==> src/rtl/alu16_pkg.sv <==
// alu16_pkg: shared constants for the alu16 execution-stage ALU.
//   ALU16_WIDTH : default datapath width (16 is the only verified value)
//   OP_ADD..OP_SAR : 3-bit opcode encodings for the eight operations
package alu16_pkg;

   localparam int unsigned ALU16_WIDTH = 16;

   localparam logic [2:0] OP_ADD = 3'b000;  // n + m + c
   localparam logic [2:0] OP_SUB = 3'b001;  // n - m - c (c is borrow)
   localparam logic [2:0] OP_AND = 3'b010;
   localparam logic [2:0] OP_OR  = 3'b011;
   localparam logic [2:0] OP_XOR = 3'b100;
   localparam logic [2:0] OP_NOT = 3'b101;  // ~n
   localparam logic [2:0] OP_SHL = 3'b110;  // shift left, c fills bit 0
   localparam logic [2:0] OP_SAR = 3'b111;  // arithmetic shift right

endpackage

==> src/rtl/alu16_core.sv <==
// alu16_core: purely combinational next-result logic for alu16.
//   i_n, i_m : operands A and B (two's complement)
//   i_opc    : operation select (OP_* in alu16_pkg)
//   i_c      : carry/borrow-in, also the SHL fill bit
//   o_f      : next result, modulo 2^WIDTH
// Optional (macro ALU16_FLAGS_EXT_EN):
//   o_cout   : carry-out / no-borrow / shifted-out bit
//   o_ovf    : signed overflow for ADD/SUB, else 0
module alu16_core
   import alu16_pkg::*;
#(
   parameter int unsigned WIDTH = ALU16_WIDTH
)
(
   input  logic [WIDTH-1:0] i_n,
   input  logic [WIDTH-1:0] i_m,
   input  logic [2:0]       i_opc,
   input  logic             i_c,
   output logic [WIDTH-1:0] o_f
`ifdef ALU16_FLAGS_EXT_EN
   ,
   output logic             o_cout,
   output logic             o_ovf
`endif
);

   logic [WIDTH-1:0] w_cin;
   logic [WIDTH-1:0] w_add;
   logic [WIDTH-1:0] w_sub;

   assign w_cin = {{(WIDTH-1){1'b0}}, i_c};

`ifdef ALU16_FLAGS_EXT_EN
   logic w_add_c;
   logic w_sub_b;

   // One extra bit captures the carry-out of the add and the borrow-out of
   // the subtract; no borrow means n >= m + c when viewed as unsigned.
   assign {w_add_c, w_add} = {1'b0, i_n} + {1'b0, i_m} + {1'b0, w_cin};
   assign {w_sub_b, w_sub} = {1'b0, i_n} - {1'b0, i_m} - {1'b0, w_cin};
`else
   assign w_add = i_n + i_m + w_cin;
   assign w_sub = i_n - i_m - w_cin;
`endif

   always_comb begin
      o_f = '0;
      case (i_opc)
         OP_ADD:  o_f = w_add;
         OP_SUB:  o_f = w_sub;
         OP_AND:  o_f = i_n & i_m;
         OP_OR:   o_f = i_n | i_m;
         OP_XOR:  o_f = i_n ^ i_m;
         OP_NOT:  o_f = ~i_n;
         OP_SHL:  o_f = {i_n[WIDTH-2:0], i_c};
         OP_SAR:  o_f = {i_n[WIDTH-1], i_n[WIDTH-1:1]};
         default: o_f = '0;
      endcase
   end

`ifdef ALU16_FLAGS_EXT_EN
   always_comb begin
      o_cout = 1'b0;
      o_ovf  = 1'b0;
      case (i_opc)
         OP_ADD: begin
            o_cout = w_add_c;
            // Same-sign operands producing a differently signed result.
            o_ovf  = (i_n[WIDTH-1] == i_m[WIDTH-1]) &&
                     (w_add[WIDTH-1] != i_n[WIDTH-1]);
         end
         OP_SUB: begin
            o_cout = ~w_sub_b;
            // Opposite-sign operands where the result loses n's sign.
            o_ovf  = (i_n[WIDTH-1] != i_m[WIDTH-1]) &&
                     (w_sub[WIDTH-1] != i_n[WIDTH-1]);
         end
         OP_SHL:  o_cout = i_n[WIDTH-1];
         OP_SAR:  o_cout = i_n[0];
         default: begin
            o_cout = 1'b0;
            o_ovf  = 1'b0;
         end
      endcase
   end
`endif

endmodule

==> src/rtl/alu16.sv <==
// alu16: registered two's-complement ALU, one operation per cycle, latency 1.
//   clk  : rising-edge clock
//   rst  : synchronous active-high reset (f=0, zer=1, neg=0)
//   n, m : operands A and B
//   opc  : operation select (OP_* in alu16_pkg)
//   c    : carry/borrow-in, SHL fill bit
//   f    : registered result
//   zer  : registered, 1 when f == 0
//   neg  : registered, equals f[WIDTH-1]
// Optional (macro ALU16_FLAGS_EXT_EN): registered cout and ovf, reset to 0.
module alu16
   import alu16_pkg::*;
#(
   parameter int unsigned WIDTH = ALU16_WIDTH
)
(
   input  logic             clk,
   input  logic             rst,
   input  logic [WIDTH-1:0] n,
   input  logic [WIDTH-1:0] m,
   input  logic [2:0]       opc,
   input  logic             c,
   output logic [WIDTH-1:0] f,
   output logic             zer,
   output logic             neg
`ifdef ALU16_FLAGS_EXT_EN
   ,
   output logic             cout,
   output logic             ovf
`endif
);

   logic [WIDTH-1:0] w_f;
   logic [WIDTH-1:0] r_f;
   logic             r_zer;
   logic             r_neg;

`ifdef ALU16_FLAGS_EXT_EN
   logic w_cout;
   logic w_ovf;
   logic r_cout;
   logic r_ovf;
`endif

   alu16_core #(
      .WIDTH (WIDTH)
   ) u_core (
      .i_n    (n),
      .i_m    (m),
      .i_opc  (opc),
      .i_c    (c),
      .o_f    (w_f)
`ifdef ALU16_FLAGS_EXT_EN
      ,
      .o_cout (w_cout),
      .o_ovf  (w_ovf)
`endif
   );

   // Flags come from the same next value that loads r_f, so they can never
   // lag the result by a cycle.
   always_ff @(posedge clk) begin
      if (rst) begin
         r_f   <= '0;
         r_zer <= 1'b1;
         r_neg <= 1'b0;
`ifdef ALU16_FLAGS_EXT_EN
         r_cout <= 1'b0;
         r_ovf  <= 1'b0;
`endif
      end else begin
         r_f   <= w_f;
         r_zer <= (w_f == '0);
         r_neg <= w_f[WIDTH-1];
`ifdef ALU16_FLAGS_EXT_EN
         r_cout <= w_cout;
         r_ovf  <= w_ovf;
`endif
      end
   end

   assign f   = r_f;
   assign zer = r_zer;
   assign neg = r_neg;
`ifdef ALU16_FLAGS_EXT_EN
   assign cout = r_cout;
   assign ovf  = r_ovf;
`endif

endmodule

==> config.mk <==
export PLATFORM = sky130hd
export DESIGN_NAME = alu16
export DESIGN_NICKNAME = d
export VERILOG_FILES = /design/src/rtl/alu16_pkg.sv /design/src/rtl/alu16_core.sv /design/src/rtl/alu16.sv
export SDC_FILE = /design/constraint.sdc
export NUM_CORES = 1
export LEC_CHECK = 0
export ABC_AREA = 1
export CORE_MARGIN = 2
export CORE_UTILIZATION = 35
export CTS_BUF_LIST = sky130_fd_sc_hd__clkbuf_16
export CTS_CLUSTER_SIZE = 25
export DETAILED_ROUTE_END_ITERATION = 12
export GPL_TIMING_DRIVEN = 0
export PLACE_DENSITY = 0.52
export SYNTH_ARGS = -nofsm -noshare
export SYNTH_HDL_FRONTEND = slang
export SYNTH_SLANG_ARGS = --single-unit
==> constraint.sdc <==
create_clock -name clk -period 2.9 [get_ports clk]
set_clock_uncertainty 0.2 [all_clocks]
set_input_delay 0.58 -clock clk [delete_from_list [all_inputs] [get_ports clk]]
set_output_delay 0.58 -clock clk [all_outputs]
set_load 0.03 [all_outputs]
Word level (Yosys, flattened, before mapping):

Index checks and enable logic that the tools add are counted.

* add/subtract/negate cells: 4
* multipliers: 0
* divide/modulo/power cells: 0
* order comparisons: 0
* equal/unequal tests: 7
* shift operators: 0
* muxes and demuxes: 1
* bitwise gates (word level): 4
* reductions and logical operators: 2

Operators by type and width (count)
* case mux 16 bit (8 select lines): 1
* adder 16 x 1 -> 16 bit: 1
* adder 16 bit: 1
* AND 16 bit: 1
* zero test 16 bit: 1
* inverter 16 bit: 1
* OR 16 bit: 1
* subtractor 16 x 1 -> 16 bit: 1
* subtractor 16 bit: 1
* bitwise XOR 16 bit: 1
* == test 3 bit, second input constant: 4
* == test 3 x 2 -> 1 bit, second input constant: 2
* == test 3 x 1 -> 1 bit, second input constant: 1
* zero test 3 bit: 1

* bits in registers: 18
* bits in latches: 0
* RAM bits: 0
* ROM bits: 0
* bits of input ports: 38
* output and inout port bits: 18
* logic and storage cells: 21
* memories: 0

Depth between registers and ports, before layout:

Gate-level depths: netlist of run 1.

* word-level depth: 4
* mapped depth: 20
* depth with buffers taken out: 20

By module:

Synthesis of run 1 repeated with hierarchy kept, for this count alone.

* cells, all modules: 670
* area, all modules: 3748.6 µm²

By module, submodules not included
* alu16_core: instances 1, cells an instance 601, area each 3190.6 µm², seq. area each 0.0 µm²
* alu16: instances 1, cells an instance 69, area each 558.0 µm², seq. area each 340.3 µm²

Worst setup path after synthesis of run 1:

OpenSTA, ideal clock, no wires.

* kind: input to register
* from: in n[3]
* to: reg r_zer (netlist: zer)
* library setup time: 0.061 ns
* data arrival time: 2.393 ns
* required time: 2.639 ns
* path slack: 0.246 ns
* cell stages on the path: 15
* buffers on the path: 0
* cell sequence: inv_1 -> ha_1 -> ha_1 -> inv_1 -> o21ai_0 -> nand3_1 -> nand3_1 -> nand2_1 -> nand3_1 -> nand2_1 -> nor2_1 -> nand2_1 -> nor2_1 -> nand3_1 -> nand2_1

* cells in the longest elaborated chain, start to end: 4
* elaborated cells between the ends (all ways): 10
* classes of those cells: add/sub (4); mux (1); bitwise (4); reduce/logical (1)

RTL lines
* from (decl): line alu16.sv:19 `input logic [WIDTH-1:0] n,`
* subtractor 16 bit or adder 16 bit (tied branches): line alu16_core.sv:43, alu16_core.sv:42
* subtractor 16 x 1 -> 16 bit or adder 16 x 1 -> 16 bit (tied branches): line alu16_core.sv:43, alu16_core.sv:42
* case mux 16 bit (8 select lines) (*): line alu16_core.sv:48 `case (i_opc)`
* zero test 16 bit (*): line alu16.sv:73 `r_zer <= (w_f == '0);`
* to (signal assigned): line alu16.sv:73
* to (decl): line alu16.sv:35 `logic r_zer;`

Mark *: on every way between the ends. The rest lies on a longest branch, timed or not.
A chain may end at the register's enable or synchronous reset.

Final worst setup path of run 1:

* from: in n[11]
* to: reg r_zer (netlist: zer)

Same word-level chain as after synthesis.

==> results of run 1 <==
## area by class of cell
cell class,count,share of cell area
Clock inverter,1,0.000718
Multi-Input combinational cell,505,0.650
Clock buffer,3,0.0144
Sequential cell,17,0.0651
Timing Repair Buffer,62,0.106
Buffer,11,0.0153
Tap cell,140,0.0335
Inverter,158,0.115
## sequential cells by signal, summed over array words and instances (netlist names)
name	flops
zer	1
f	16
## worst max-delay path, delay by kind of cell
family / cells / cell delay (ns)
buf+inv: 2 / 0.39
simple gates: 13 / 1.23
fa+ha+maj: 2 / 0.55
## stage by stage
stage	instances	util	power, uW	hold WS, ns	instance area [um2]
global route	897	0.480	1760	0.566	5230
global placement	884	0.425	1170	0.790	4620
finish	897	0.480	1620	0.538	5230
CTS	891	0.466	1570	0.550	5080
floorplan	691	-	885	0.633	3920
detailed placement	884	0.425	1180	0.805	4620
## path summary, 6_finish.rpt
kind,from,endpoint
worst max-delay path,n[11],zer$_SDFF_PP1_
worst min-delay path,rst,f[15]$_SDFF_PP0_
## cell families after synthesis
group	share of synthesized area
AND/OR/NAND/NOR	0.399
buffers and inverters	0.172
AO/OA/AOI/OAI	0.121
adder cells (fa/ha/maj)	0.212
flip-flops	0.0869
XOR/XNOR	0.00895
## placed cells by master (no fill, tap or decap), types with 3 or more instances in the layout
cell type	instances
inv_2	19
ha_1	34
buf_2	6
dlygate4sd2_1	14
nor2_1	41
a21oi_2	8
nand2_1	185
nand3b_1	4
a21oi_1	25
nor2_4	3
inv_1	137
o21ai_1	4
nand4_1	11
nand3_2	10
nand3_1	47
clkbuf_2	4
ha_4	25
o21ai_0	12
dlymetal6s2s_1	3
o22ai_1	29
buf_4	13
nand2_2	12
nand2_4	4
dfxtp_1	17
and2_1	5
clkbuf_16	3
xor2_1	3
inv_4	3
buf_6	3
nor3_1	7
clkdlybuf4s15_1	6
nor3_2	4
clkdlybuf4s50_1	23
nor2_2	15
## repair_timing
action	CTS	global route
buffers inserted	3	6
endpoints found under the setup margin	15	5
gates resized for setup	110	58
hold buffers	0	0
pin swaps	10	13
## report_power, final
group	switching [uW]	internal, uW
Combinational	658	425
Clock	86.0	183
Sequential	5.85	258
## per-layer routing
layer / share of wire / track usage / up-vias
li1: - / - / 2305
met1: 0.45 / 0.293 / 2050
met2: 0.48 / 0.408 / 108
met3: 0.037 / 0.0213 / 26
met4: 0.037 / 0.0832 / 0
met5: 0 / 0 / -
==> results.yml, run 1 <==
floorplan:
  initial_utilization: 0.360
  dieArea_um2: 12100
  row_count: 38
  die_h_um: 110
  core-area_um2: 10900
  ios: 56
  die_w_um: 110
finish:
  syn_to_final_growth_pct: 33.5
  multi_input_area_um2: 3400
  ff_latch_area_um2: 340
  n_antenna_cell: 0
  fill_cells: 1183
  final_layout_size_suffix_gt1_frac: 0.189
  num-nets-final: 860
logic_synthesis:
  async_flop_share: 0
  ys_seq_area_frac: 0.0869
  synth_top_area_frac: 0.192
  synth_top_area_cell: "ha_1"
  ys_top_cells_by_area: "ha_1, nand2_1, inv_1"
  yosysMostFrequentCell: "nand2_1"
  ys.flop_type: "dfxtp_1"
  synth_seq_cells: 17
  syn_area_per_cell_um2: 5.67
  synth-edff-count: 0
  synth_cells: 691
  synth_fp_nets: 793
  netlist_area_um2: 3920
  ys_top_cells_by_count: "nand2_1, inv_1, ha_1, nor2_1, nand3_1"
  yosys_warnings: 0
  synthDistinctLibCells: 35
critical_path:
  crit_path_start_kind: "input port"
  arrival_ns: 2.76
  crit_required_ns: 2.89
  crit_fanout: 6
  endpoint_kind: "register"
  cpPeakStageDelay_ns: 0.30
  crit_top_cell: "nand2_1"
  cp_cell_sequence: "dlygate4sd2_1, inv_2, ha_4, ha_4, nand2_1, nor2_2, and2_1, nand2_2, nand2_1, nand2_1, nand3_1, nand2_1, nor2_2, nand2_1, nor2_2, nand3_1, nand2_1"
  cp_slowest_cell: "ha_4"
  worst-setup-path-type: "input port to register"
grt:
  antenna_found_initial: 0
  grt_max_degree: 11
  overflow: 0
  grt_pass1_wl_um: 21500
  grtUsageTotal: 0.232
  grt_pass1_vias: 4362
sta:
  worst_slack_ns: 0.129
  tns_ns: 0
  worst_pin_slew_ns: 0.475
  maxSlewViolCount: 0
  setup_viol: 0
  finalHoldViolations: 0
  fin_crit_sh: 0.955
  slew_headroom: 0.683
  fin_crit_ns: 2.77
  max_freq_ghz: 0.361
route:
  drt-total-wl_um: 13800
  wl_per_cell_um: 15.4
  drtIter0Drc: 245
  postRouteAntennaNets: 0
  vias: 4489
  viasPerCell: 5.00
  first_pass_iters: 5
  route.detailed.drc: 0
placement:
  place.gp.congestion: 0.893
  dp_hpwl_um: 11200
  place_ws_ns: -0.953
  io_buffers: 53
clocking:
  h-tree-depth: 1
  clock_sinks: 17
  cts_tree: "done"
  clkTransAtPathRegs_ns: 0.05
  clk_path_buf_depth: 2
  numCtsBuffers: 3
  clock-root-buffer: "clkbuf_16"
hold_path:
  hold_path.class: "input port to register"
  whs_path_depth: 2
flow_run:
  max_cap_violations: 0
power_and_ir_drop:
  cellPowerDensity_nw_per_um2: 309
  vdd_drop_max_mv: 0.248
  p_leak_uw: 0.00280
status:
  status: "finished clean"
Power figures use the tool's default switching activity.
==> inputs of run 2 (changes only) <==
- CORE_UTILIZATION: 35 -> 45
- CTS_CLUSTER_DIAMETER: not set -> 40
- PLACE_DENSITY: 0.52 -> 0.65
==> run 2 against run 1 <==
Compared with the run above: sequential power about the same; combinational power barely moved; sequential share of layout area about the same; largest cell class unchanged; clock power about the same; highest routed layer unchanged; setup slack worse by 0.029 ns; final cell count shrank 3.6%; maximum frequency decreased by 1.0%; wire length fell by 4.5%; critical path type unchanged; critical path depth stayed put.
==> results.yml, run 2 (synthesis gave the netlist of run 1 again) <==
status:
  status: "finished clean"
finish:
  largest_register_ffs: 16
  n_antenna_cell: 0
  syn_to_final_growth_pct: 33.1
  mostFrequentLayoutCells: "nand2_1, inv_1, nand3_1"
  final_layout_size_suffix_gt1_frac: 0.199
  num-nets-final: 860
  fill_cells: 855
  finish.utilization: 0.607
  final_common_cell: "nand2_1"
  stdcell_count: 865
route:
  drtIter0Drc: 239
  wl_per_cell_um: 15.2
  top_layer_used: "met4"
  first_pass_iters: 5
  vias: 4549
  viasPerCell: 5.26
  wl_met1_um: 5640
  postRouteAntennaNets: 0
  dr_wl_met3_um: 713
  route.detailed.drc: 0
  drt-total-wl_um: 13200
  wl_met2_um: 6280
power_and_ir_drop:
  internal_power_uw: 870
  pwr-share-seq: 0.163
  net-switching-power_uw: 753
  pwr-share-clk: 0.165
  p_leak_uw: 0.00282
  switching_share: 0.464
  power_uw: 1620
  cellPowerDensity_nw_per_um2: 311
  vdd_drop_max_mv: 0.220
  p_comb_frac: 0.672
critical_path:
  endpoint: "zer$_SDFF_PP1_"
  crit_fanout: 6
  cp_cell_sequence: "clkdlybuf4s15_1, inv_2, ha_4, ha_4, nand2_2, nor2_4, and2_1, nand2_2, nand2_1, nand2_1, nand3_1, nand2_1, nor2_2, nand2_2, nor2_4, nand3_2, nand2_1"
  arrival_ns: 2.79
  crit_start: "n[10]"
  worst-setup-path-type: "input port to register"
  endpoint_kind: "register"
  crit_required_ns: 2.89
  crit_top_cell: "nand2_1"
  cpPeakStageDelay_ns: 0.31
  crit_path_start_kind: "input port"
  cp_slowest_cell: "ha_4"
sta:
  worst_pin_slew_ns: 0.467
  worst_slack_ns: 0.100
  setup_viol: 0
  tns_ns: 0
  finalHoldViolations: 0
  max_freq_ghz: 0.357
  maxSlewViolCount: 0
  fin_crit_ns: 2.80
  fin_crit_sh: 0.965
  slew_headroom: 0.689
clocking:
  clock-root-buffer: "clkbuf_16"
  clock_sinks: 17
  clkTransAtPathRegs_ns: 0.05
  numCtsBuffers: 3
  cts_tree: "done"
  h-tree-depth: 1
  clk_path_buf_depth: 2
grt:
  antenna_found_initial: 0
  grt_pass1_vias: 4352
  grtUsageTotal: 0.272
  overflow: 0
  grt_max_degree: 11
  grt_pass1_wl_um: 20900
placement:
  dp_cells: 852
  io_buffers: 53
  place.gp.congestion: 0.954
  dp_hpwl_um: 10500
  place_ws_ns: -0.961
floorplan:
  die_h_um: 97.3
  initial_utilization: 0.456
  row_count: 34
  ios: 56
  dieArea_um2: 9470
  die_w_um: 97.3
  core-area_um2: 8590
flow_run:
  max_cap_violations: 0
hold_path:
  hold_path.class: "input port to register"
-- run 2: what timing repair did --
item                                    in CTS  in global routing
endpoints found under the setup margin      14                  4
pin swaps                                    8                 18
gates resized for setup                    103                 77
hold buffers                                 0                  0
endpoints found under the hold margin        0                  0
setup buffers                                3                  6
-- run 2: metrics by stage --
step           hold WS (ns)  instance area [um2]
2_1_floorplan         0.633                 3920
3_3_place_gp          0.782                 4580
3_5_place_dp          0.781                 4580
4_1_cts               0.526                 5030
5_1_grt               0.557                 5210
6_report              0.535                 5210
-- run 2: layout make-up --
class	count	area (um2)	area share
clock inverter	1	3.75	0.000720
buffer	11	76.3	0.0146
multi-input combinational	505	3430	0.658
clock buffer	3	75.1	0.0144
sequential	17	340	0.0653
inverter	158	601	0.115
tap	108	135	0.0259
timing repair buffer	62	552	0.106
-- run 2: metal layers --
layer / global-route usage / up-vias
met5: 0 / -
met4: 0.106 / 0
li1: - / 2300
met3: 0.0288 / 34
met1: 0.340 / 2044
met2: 0.478 / 171
-- run 2: how the worst min path moves through the flow --
| stage | from | to | slack, ns | depth (start not counted) |
|---|---|---|---|---|
| global placement | rst | f[3]$_SDFF_PP0_ | 0.78 | 2 |
| floorplan | opc[2] | f[4]$_SDFF_PP0_ | 0.63 | 3 |
| global route | rst | f[13]$_SDFF_PP0_ | 0.56 | 2 |
| detailed placement | rst | f[13]$_SDFF_PP0_ | 0.78 | 2 |
| finish | rst | f[13]$_SDFF_PP0_ | 0.54 | 2 |
| CTS | rst | f[13]$_SDFF_PP0_ | 0.53 | 2 |
-- run 2: critical path, delay by kind of cell --
| family | cells | cell delay [ns] |
|---|---|---|
| buffers and inverters | 2 | 0.35 |
| adders and majority gates | 2 | 0.59 |
| and+or+nand+nor | 13 | 1.26 |
-- run 2: power groups by stage --
stage | combinational, uW | clock (uW) | sequential (uW)
after floorplan | 566 | 0 | 319
after global placement | 883 | 0 | 268
after detailed placement | 899 | 0 | 270
after CTS | 1010 | 276 | 265
after global routing | 1210 | 294 | 267
final | 1090 | 268 | 265
==> inputs of run 3 (changes only) <==
- GPL_TIMING_DRIVEN: 0 -> 1
- clock period: 2.9 -> 3.2 ns (I/O delays scaled with it)
==> run 3 against run 2 <==
Compared with the run above: first-iteration DRC count rose by 17%; clock-buffer cell count did not move; clock power decreased by 9.7%; wire length increased by 7.7%; global-route usage grew 2.1 points; critical path depth is 2 higher; non-clock buffer count increased by 88; sequential share of layout area is 0.67 points lower; setup slack got worse by 0.012 ns; critical path type unchanged; die area unchanged; hold slack improved by 0.27 ns; critical endpoint unchanged; combinational power rose by 4%.
==> results.yml, run 3 (synthesis gave the netlist of run 1 again) <==
finish:
  largest_register_ffs: 16
  stdcell_count: 953
  syn_to_final_growth_pct: 48.3
  mostFrequentLayoutCells: "nand2_1, inv_1, buf_4"
  final_common_cell: "nand2_1"
  final_layout_size_suffix_gt1_frac: 0.249
  finish.utilization: 0.676
  n_antenna_cell: 0
  num-nets-final: 948
  fin_area_um2: 5810
route:
  wl_per_cell_um: 14.9
  drtIter0Drc: 279
  viasPerCell: 5.23
  vias: 4980
  postRouteAntennaNets: 0
  route.detailed.drc: 0
  drt-total-wl_um: 14200
  first_pass_iters: 8
grt:
  antenna_found_initial: 0
  overflow: 0
  grtUsageTotal: 0.293
  grt_max_degree: 17
  grt_pass1_vias: 4868
  grt_pass1_wl_um: 22700
critical_path:
  cpPeakStageDelay_ns: 0.44
  crit_required_ns: 3.18
  crit_path_start_kind: "input port"
  crit_top_cell: "nand2_1"
  arrival_ns: 3.10
  worst-setup-path-type: "input port to register"
  crit_family: "simple AND/OR/NAND/NOR gates"
  cp_cell_sequence: "clkdlybuf4s50_1, inv_2, buf_4, ha_2, inv_2, ha_4, nand2_2, nand3b_1, nand2_2, nand2_1, nand2_1, nand2_1, nand3_2, nand2_1, nor2_2, nand2_1, nor2_1, nand3_1, nand2_1"
  critPathBufInv: 4
  cp_slowest_cell: "clkdlybuf4s50_1"
  endpoint_kind: "register"
  crit_fanout: 4
sta:
  setup_viol: 0
  worst_slack_ns: 0.0881
  slew_headroom: 0.691
  finalHoldViolations: 0
  whs_ns: 0.808
  maxSlewViolCount: 0
  fin_crit_sh: 0.972
  worst_pin_slew_ns: 0.462
  fin_crit_ns: 3.11
  max_freq_ghz: 0.321
placement:
  place.gp.congestion: 0.953
  io_buffers: 55
  placed_area_um2: 5320
  dp_cells: 949
  dp_hpwl_um: 11600
  place_ws_ns: -0.386
power_and_ir_drop:
  p_leak_uw: 0.00321
  cellPowerDensity_nw_per_um2: 277
  vdd_drop_max_mv: 0.220
hold_path:
  hold_path.class: "input port to register"
floorplan:
  die_w_um: 97.3
  ios: 56
  initial_utilization: 0.456
  row_count: 34
  dieArea_um2: 9470
  core-area_um2: 8590
  die_h_um: 97.3
flow_run:
  max_cap_violations: 0
clocking:
  numCtsBuffers: 3
  clk_path_buf_depth: 2
  clock-root-buffer: "clkbuf_16"
  clkTransAtPathRegs_ns: 0.05
  postCtsHoldBufs: 0
  clock_sinks: 17
  h-tree-depth: 1
  cts_tree: "done"
status:
  status: "finished clean"
[run 3: changes by cell type in the layout (fill, tap and decap cells not counted), sizes merged]
cell / previous run / this run
dlymetal6s2s: 6 / 5
clkbuf: 13 / 4
clkdlybuf4s50: 23 / 48
clkdlybuf4s15: 6 / 0
buf: 21 / 106
dlygate4sd2: 7 / 1
[run 3: per-stage QoR]
step,TNS [ns],power (uW)
after global placement,-1.49,1210
after global routing,-0.0372,1740
after CTS,0,1490
after floorplan,0,802
final,0,1610
after detailed placement,-1.99,1230
[run 3: timing repair]
item                       CTS  global route
pin swaps                    5            14
resized for setup           16            74
buffers inserted             0             0
setup endpoints to repair    2             9
[run 3: layer usage]
layer | part of all wire | global-route usage | vias up
li1 | - | - | 2487
met1 | 0.41 | 0.351 | 2242
met2 | 0.49 | 0.530 | 203
met3 | 0.053 | 0.0338 | 48
met4 | 0.050 | 0.115 | 0
met5 | 0 | 0 | -
[run 3: worst paths after layout]
| kind | from | endpoint | slack (ns) | depth (start not counted) |
|---|---|---|---|---|
| setup / recovery | n[3] | zer$_SDFF_PP1_ | 0.09 | 19 |
| hold / removal | n[7] | f[6]$_SDFF_PP0_ | 0.81 | 6 |
[run 3: area by class of cell]
cell class | count | area [um2]
fill | 800 | 2790
sequential | 17 | 340
clock inverter | 1 | 3.75
inverter | 158 | 598
multi-input combinational | 505 | 3300
tap | 108 | 135
clock buffer | 3 | 75.1
timing repair buffer | 161 | 1350
[run 3: report_power, final]
part | switching, uW | internal (uW) | total, uW
clock network | 76.1 | 166 | 242
logic | 627 | 502 | 1130
registers | 6.04 | 234 | 240
total | 709 | 901 | 1610
